===== src/rtl/clk_sw_pkg.sv =====
// Shared types and constants for the clock-switch request sequencer.
// Used by clk_switch_ctrl in both builds (CLK_SW_ACK_EN defined or not).
package clk_sw_pkg;

  typedef enum logic [1:0] {
    IDLE     = 2'd0,
    SETTLE   = 2'd1,
    WAIT_ACK = 2'd2
  } sw_state_e;

  localparam logic SEL_CLK1 = 1'b1;
  localparam logic SEL_CLK2 = 1'b0;

  localparam int DEF_SETTLE_CYCLES  = 16;
  localparam int DEF_TIMEOUT_CYCLES = 64;

endpackage


===== src/rtl/sync_2ff.sv =====
// Two-flop synchroniser for a single asynchronous level; resets to 0.
module sync_2ff (
  input  logic clk,
  input  logic rstn,
  input  logic d_i,
  output logic q_o
);

  logic [1:0] ff_q;

  always_ff @(posedge clk or negedge rstn) begin
    if (!rstn) begin
      ff_q <= 2'b00;
    end else begin
      ff_q <= {ff_q[0], d_i};
    end
  end

  assign q_o = ff_q[1];

endmodule


===== src/rtl/clk_switch_ctrl.sv =====
// Request-side sequencer for the glitch-free clock switch: drives sel_clk1, waits out the settle time,
// then reports done. Define CLK_SW_ACK_EN to add synchronised ACK confirmation with a sticky timeout err.
module clk_switch_ctrl
  import clk_sw_pkg::*;
#(
  parameter int   SETTLE_CYCLES  = DEF_SETTLE_CYCLES,
  parameter int   CNT_W          = 8,
  parameter logic DEFAULT_SEL    = SEL_CLK1
`ifdef CLK_SW_ACK_EN
  ,
  parameter int   TIMEOUT_CYCLES = DEF_TIMEOUT_CYCLES
`endif
) (
  input  logic clk,
  input  logic rstn,
  input  logic req_valid,
  input  logic req_sel,
  output logic req_ready,
  output logic sel_clk1,
  output logic cur_sel,
  output logic busy,
  output logic done,
  output logic err
`ifdef CLK_SW_ACK_EN
  ,
  input  logic ack_clk1,
  input  logic ack_clk2
`endif
);

  localparam logic [CNT_W-1:0] SETTLE_LOAD = CNT_W'(SETTLE_CYCLES - 1);
  localparam logic [CNT_W-1:0] CNT_ONE     = CNT_W'(1);

  sw_state_e        state_q, state_d;
  logic [CNT_W-1:0] cnt_q, cnt_d;
  logic             sel_q, sel_d;
  logic             cur_q, cur_d;
  logic             done_q, done_d;

`ifdef CLK_SW_ACK_EN
  localparam logic [CNT_W-1:0] TIMEOUT_LOAD = CNT_W'(TIMEOUT_CYCLES - 1);

  logic ack1_s, ack2_s, ack_ok;
  logic err_q, err_d;

  sync_2ff u_sync_ack1 (.clk(clk), .rstn(rstn), .d_i(ack_clk1), .q_o(ack1_s));
  sync_2ff u_sync_ack2 (.clk(clk), .rstn(rstn), .d_i(ack_clk2), .q_o(ack2_s));

  // The switch has settled once only the target gate is enabled.
  assign ack_ok = (sel_q == SEL_CLK1) ? (ack1_s & ~ack2_s) : (ack2_s & ~ack1_s);
`endif

  always_comb begin
    // NOTE: every next-state value gets a default first so no path can infer a latch.
    state_d = state_q;
    cnt_d   = cnt_q;
    sel_d   = sel_q;
    cur_d   = cur_q;
    done_d  = 1'b0;
`ifdef CLK_SW_ACK_EN
    err_d   = err_q;
`endif
    case (state_q)
      IDLE: begin
        if (req_valid) begin
          if (req_sel == cur_q) begin
            done_d = 1'b1;
          end else begin
            sel_d   = req_sel;
            cnt_d   = SETTLE_LOAD;
            state_d = SETTLE;
`ifdef CLK_SW_ACK_EN
            err_d   = 1'b0;
`endif
          end
        end
      end
      SETTLE: begin
        if (cnt_q != '0) begin
          cnt_d = cnt_q - CNT_ONE;
        end else begin
`ifdef CLK_SW_ACK_EN
          cnt_d   = TIMEOUT_LOAD;
          state_d = WAIT_ACK;
`else
          cur_d   = sel_q;
          done_d  = 1'b1;
          state_d = IDLE;
`endif
        end
      end
`ifdef CLK_SW_ACK_EN
      WAIT_ACK: begin
        if (ack_ok || cnt_q == '0) begin
          cur_d   = sel_q;
          done_d  = 1'b1;
          state_d = IDLE;
          if (!ack_ok) err_d = 1'b1;
        end else begin
          cnt_d = cnt_q - CNT_ONE;
        end
      end
`endif
      default: state_d = IDLE;
    endcase
  end

  // NOTE: non-blocking assignments so every flop updates from pre-edge values.
  always_ff @(posedge clk or negedge rstn) begin
    if (!rstn) begin
      state_q <= IDLE;
      cnt_q   <= '0;
      sel_q   <= DEFAULT_SEL;
      cur_q   <= DEFAULT_SEL;
      done_q  <= 1'b0;
    end else begin
      state_q <= state_d;
      cnt_q   <= cnt_d;
      sel_q   <= sel_d;
      cur_q   <= cur_d;
      done_q  <= done_d;
    end
  end

`ifdef CLK_SW_ACK_EN
  always_ff @(posedge clk or negedge rstn) begin
    if (!rstn) begin
      err_q <= 1'b0;
    end else begin
      err_q <= err_d;
    end
  end

  assign err = err_q;
`else
  assign err = 1'b0;
`endif

  assign req_ready = (state_q == IDLE);
  assign busy      = ~req_ready;
  assign sel_clk1  = sel_q;
  assign cur_sel   = cur_q;
  assign done      = done_q;

endmodule


===== config.mk =====
export PLATFORM = sky130hd
export DESIGN_NAME = clk_switch_ctrl
export DESIGN_NICKNAME = d
export VERILOG_FILES = /design/src/rtl/clk_sw_pkg.sv /design/src/rtl/sync_2ff.sv /design/src/rtl/clk_switch_ctrl.sv
export SDC_FILE = /design/constraint.sdc
export NUM_CORES = 1
export LEC_CHECK = 0
export CAP_MARGIN = 20
export CORE_MARGIN = 8
export CORE_UTILIZATION = 50
export DETAILED_ROUTE_END_ITERATION = 16
export PLACE_DENSITY = 0.84
export SLEW_MARGIN = 5
export SYNTH_ARGS = -nofsm -noshare
export SYNTH_HDL_FRONTEND = slang
export SYNTH_SLANG_ARGS = --single-unit

===== constraint.sdc =====
create_clock -name clk -period 2.37 [get_ports clk]
set_clock_uncertainty 0.2 [all_clocks]
set_input_delay 0.5925 -clock clk [delete_from_list [all_inputs] [get_ports clk]]
set_output_delay 0.5925 -clock clk [all_outputs]
set_load 0.01 [all_outputs]

== Yosys cells after proc, flatten, opt, wreduce, memory -nomap -nowiden ==
Cells that the tools add are included.

* Bits in registers: 13
* Output and inout bits: 6
* Input bits: 4
* Logic and storage cells: 34

* Mux-type cells: 12
* Bitwise operators: 3
* Reductions and logical operators: 7
* Add/subtract/negate cells: 1
* Eq/ne operators: 6

{| class="wikitable"
|+ Operator list
! kind !! count
|-
| two-way mux 8 bit || 3
|-
| one-hot mux 8 bit (2 select lines) || 1
|-
| inequality test 2 bit, second input constant || 4
|-
| nonzero test 8 bit || 1
|-
| subtractor 8 x 1 -> 8 bit, second input constant || 1
|-
| two-way mux 2 bit || 3
|-
| AND reduction 3 bit || 2
|-
| one-hot mux 2 bit (2 select lines) || 1
|-
| AND reduction 4 bit || 1
|-
| two-way mux 1 bit || 3
|-
| inverter 1 bit || 3
|-
| == test 2 x 1 -> 1 bit, second input constant || 1
|-
| zero test 2 bit || 1
|-
| one-hot mux 1 bit (2 select lines) || 1
|-
| AND reduction 2 bit || 1
|-
| nonzero test 2 bit || 1
|-
| == test 1 bit || 1
|}

== Depth between registers and ports, before layout ==
* Depth in word-level cells: 4
* Depth in mapped cells: 5
* Depth with buffers taken out: 5

== Worst setup path after synthesis ==
No wires, ideal clock.

* Path type: reg2reg
* Start point: register cnt_q[3]
* End point: register cnt_q[6]
* Setup time: 0.077 ns
* Path slack: 0.443 ns
* Data arrival time: 1.650 ns
* Buffers on the path: 1
* Data required time: 2.093 ns
* Clock period less this slack: 1.927 ns
* Cell stages (with the launch flop): 5
* Cell sequence: dfrtp_1 or4_1 clkbuf_2 or4_1 a21oi_1

* Word-level cells in the longest chain between the ends: 3
* Elaborated cells between the ends (all ways): 6
* Those cells by class: 1 x add/sub; 1 x eq/ne; 2 x mux; 2 x reduce/logical

{| class="wikitable"
|+ Ends and longest elaborated chain
! what !! RTL line !! source
|-
| from (decl) || clk_switch_ctrl.sv:35 || <nowiki>logic [CNT_W-1:0] cnt_q, cnt_d;</nowiki>
|-
| from (signal assigned) || clk_switch_ctrl.sv:118 || <nowiki>cnt_q <= cnt_d;</nowiki>
|-
| subtractor 8 x 1 -> 8 bit / nonzero test 8 bit (equally long branches) || clk_switch_ctrl.sv:80, clk_switch_ctrl.sv:79 ||
|-
| two-way mux 8 bit / inequality test 2 bit (equally long branches) || - ||
|-
| one-hot mux 8 bit (2 select lines) / AND reduction 4 bit (equally long branches) || - ||
|}

Several ways; a longest one is shown, not always the timed one. The select of a mux whose other input is x is not followed.
A chain may end at the register's enable or synchronous reset.

== Worst setup path in the final report ==
* Start point: register cur_q, in the netlist cur_sel
* End point: output port cur_sel

{| class="wikitable"
|+ RTL lines
! what !! RTL line !! source
|-
| from (decl) || clk_switch_ctrl.sv:37 || <nowiki>logic cur_q, cur_d;</nowiki>
|-
| from (signal assigned) || clk_switch_ctrl.sv:120 || <nowiki>cur_q <= cur_d;</nowiki>
|-
| to (decl) || clk_switch_ctrl.sv:20 || <nowiki>output logic cur_sel,</nowiki>
|}

No word-level cell between the ends.

==> out/metrics.csv <==
metric,value,unit
synth-main-ff-cell,dfrtp_1,
htree_levels,1,
rows,13,
drt_iter0_markers,27,
grt_overflow,0,
netlist_area,656,µm²
final_nets,82,
synth-seq-cells,12,
rr_worst_depth,3,
n_antenna_cell,0,
via_count,544,
vdd_drop_max,238,µV
ys_types,26,
maxCapViolCount,0,
antenna_found_initial,0,
cts_tree,yes,
setup_violations,0,
critical_path_class,reg -> out,
worstSetupEndpointType,output pin,
hold_class,reg -> reg,
crit_family,flip-flops,
pin_count,10,
path_depth,1,
setup_ws,0.165,ns
post-place-ws,0.292,ns
start_kind,flip-flop,
synthCells,64,
rsz0062_at_grt,false,
synth_nets,70,
ys_seq_area_share,46.2,%
cts_num_sinks,12,
clkTransAtPathRegs,0.08,ns
worst-slew-pin-transition,0.570,ns
power-per-cell-area,466,mW/mm²
drv_slew,0,
drc_errors,0,
numCtsBuffers,3,
io_buffers,8,
max_stage_delay,0.58,ns
status,"complete, no violations",
ys_top_cells_by_area,"dfrtp_1 38%, mux2i_1 9.2%, dfstp_2 8.0%",
final_util,61.1,%
period_minus_slack,2.21,ns
dp_hpwl,1040,µm
p_leak,0.342,nW
clockRootBuffer,clkbuf_4,
min_period_over_period,93.1,%
hold_viol,0,
area_growth,18.3,%
yosysTopAreaCellShare,38.2,%
start_util,51.7,%
gp_congestion,0.822,
die_y,52.2,µm
grt_pass1_wl,2480,µm
synth_edf_count,0,
postSynthAreaPerCell,10.2,µm²
grt_max_degree,13,
core,0.00127,mm²
worst-path-buf-inv,1,
worst_path_max_delay_cell,dfstp_2,
ys.warnings.count,0,
synthArstFlopShare,100,%
relSlewSlack,61.9,%
dr.pass1.iters,4,
r2r_slack,0.26,ns
holdPathStages,1,
fin_setup_tns,0,ns
routedWlPerCell,15.8,µm
cp.arrival,1.41,ns
grt_pass1_vias,552,
drive_gt1_share,12.0,%
post-cts-setup-buffer-count,0,
synth_top_cell_by_area,dfrtp_1,
clkLatencyLatePin,0.28,ns
cp.required,1.58,ns
cp_cell_sequence,clkdlybuf4s50_1,
viasPerCell,6.04,
p_total,0.000361,W
finalNonFillerCells,90,
totalWireLength,1420,µm
grt_util_all_layers,11.9,%
die-area,0.00273,mm²
cts_buffer_depth,2,
ctsHoldBuffers,0,
postRouteAntennaNets,0,
die_width,52.2,µm
fmaxAchievable,453,MHz
cp_max_fo,5,
dpl.cell_count,86,
ctsResizeCount,0,
-- layout by cell type, fill, tap and decap left out, drive strengths merged, types with 2 or more instances in the layout --
cell type	netlist	layout
dfrtp	10	10
o21ai	9	9
clkdlybuf4s50	0	8
a21oi	7	7
mux2i	6	6
inv	4	4
clkbuf	1	4
or4	3	3
nor2b	2	2
nor3	2	2
o211ai	2	2
ha	2	2
dfstp	2	2
-- synth_stat cells (2+ instances only) --
library cell,n
a21oi_1,7
dfrtp_1,10
dfstp_2,2
ha_1,2
inv_1,4
mux2i_1,6
nor2b_1,2
nor3_1,2
o211ai_1,2
o21ai_0,9
or4_1,3
-- power breakdown --
group	switching (W)	internal (W)	leakage [nW]
Sequential	0.00000150	0.000206	0.133
Clock	0.0000723	0.0000653	0.0150
Combinational	0.00000929	0.00000640	0.194
-- per-stage QoR --
stage               instance area (µm²)  hold slack, ns
detailed placement                  749           0.283
finish                              776           0.290
CTS                                 776           0.291
floorplan                           656          0.0969
global route                        776           0.313
global placement                    749           0.280
-- final cells by class --
| class | count | area, µm² |
|---|---|---|
| fill | 109 | 493 |
| timing repair buffer | 9 | 87.6 |
| multi-input combinational | 46 | 325 |
| clock buffer | 4 | 26.3 |
| inverter | 4 | 15.0 |
| tap | 15 | 18.8 |
| sequential | 12 | 303 |
-- worst paths after layout --
path                                            from                      to
worst max-delay path             cur_sel$_DFFE_PN1P_                 cur_sel
worst min-delay path            cnt_q[5]$_DFFE_PN0P_    cnt_q[5]$_DFFE_PN0P_
worst max register to register  cnt_q[2]$_DFFE_PN0P_     cur_sel$_DFFE_PN1P_
worst min register to register  cnt_q[5]$_DFFE_PN0P_    cnt_q[5]$_DFFE_PN0P_
max in group asynchronous                       rstn    sel_clk1$_DFFE_PN1P_
min in group asynchronous                       rstn  state_q[0]$_DFFE_PN0P_
-- layer usage --
layer,vias up,part of all wire (%),global-route usage [%]
met5,-,0,0
met4,0,2.0,6.47
met3,3,6.1,2.84
met2,19,47,17.8
met1,270,45,15.3
li1,252,-,-
-- logic make-up after synthesis --
| logic type | synth area share (%) |
|---|---|
| AOI/OAI and AO/OA | 16.8 |
| xor gates and xnor gates | 2.67 |
| adders and majority gates | 3.82 |
| buffers and inverters | 4.20 |
| DFF | 46.2 |
| muxes | 10.9 |
| other | 0.572 |
| and+or+nand+nor | 14.9 |
-- state kept, by name, indices dropped and copies added (netlist names) --
name,count
done,1
state_q,1
sel_clk1,1
cnt_q,8
cur_sel,1
(Power assumes the default switching activity.)
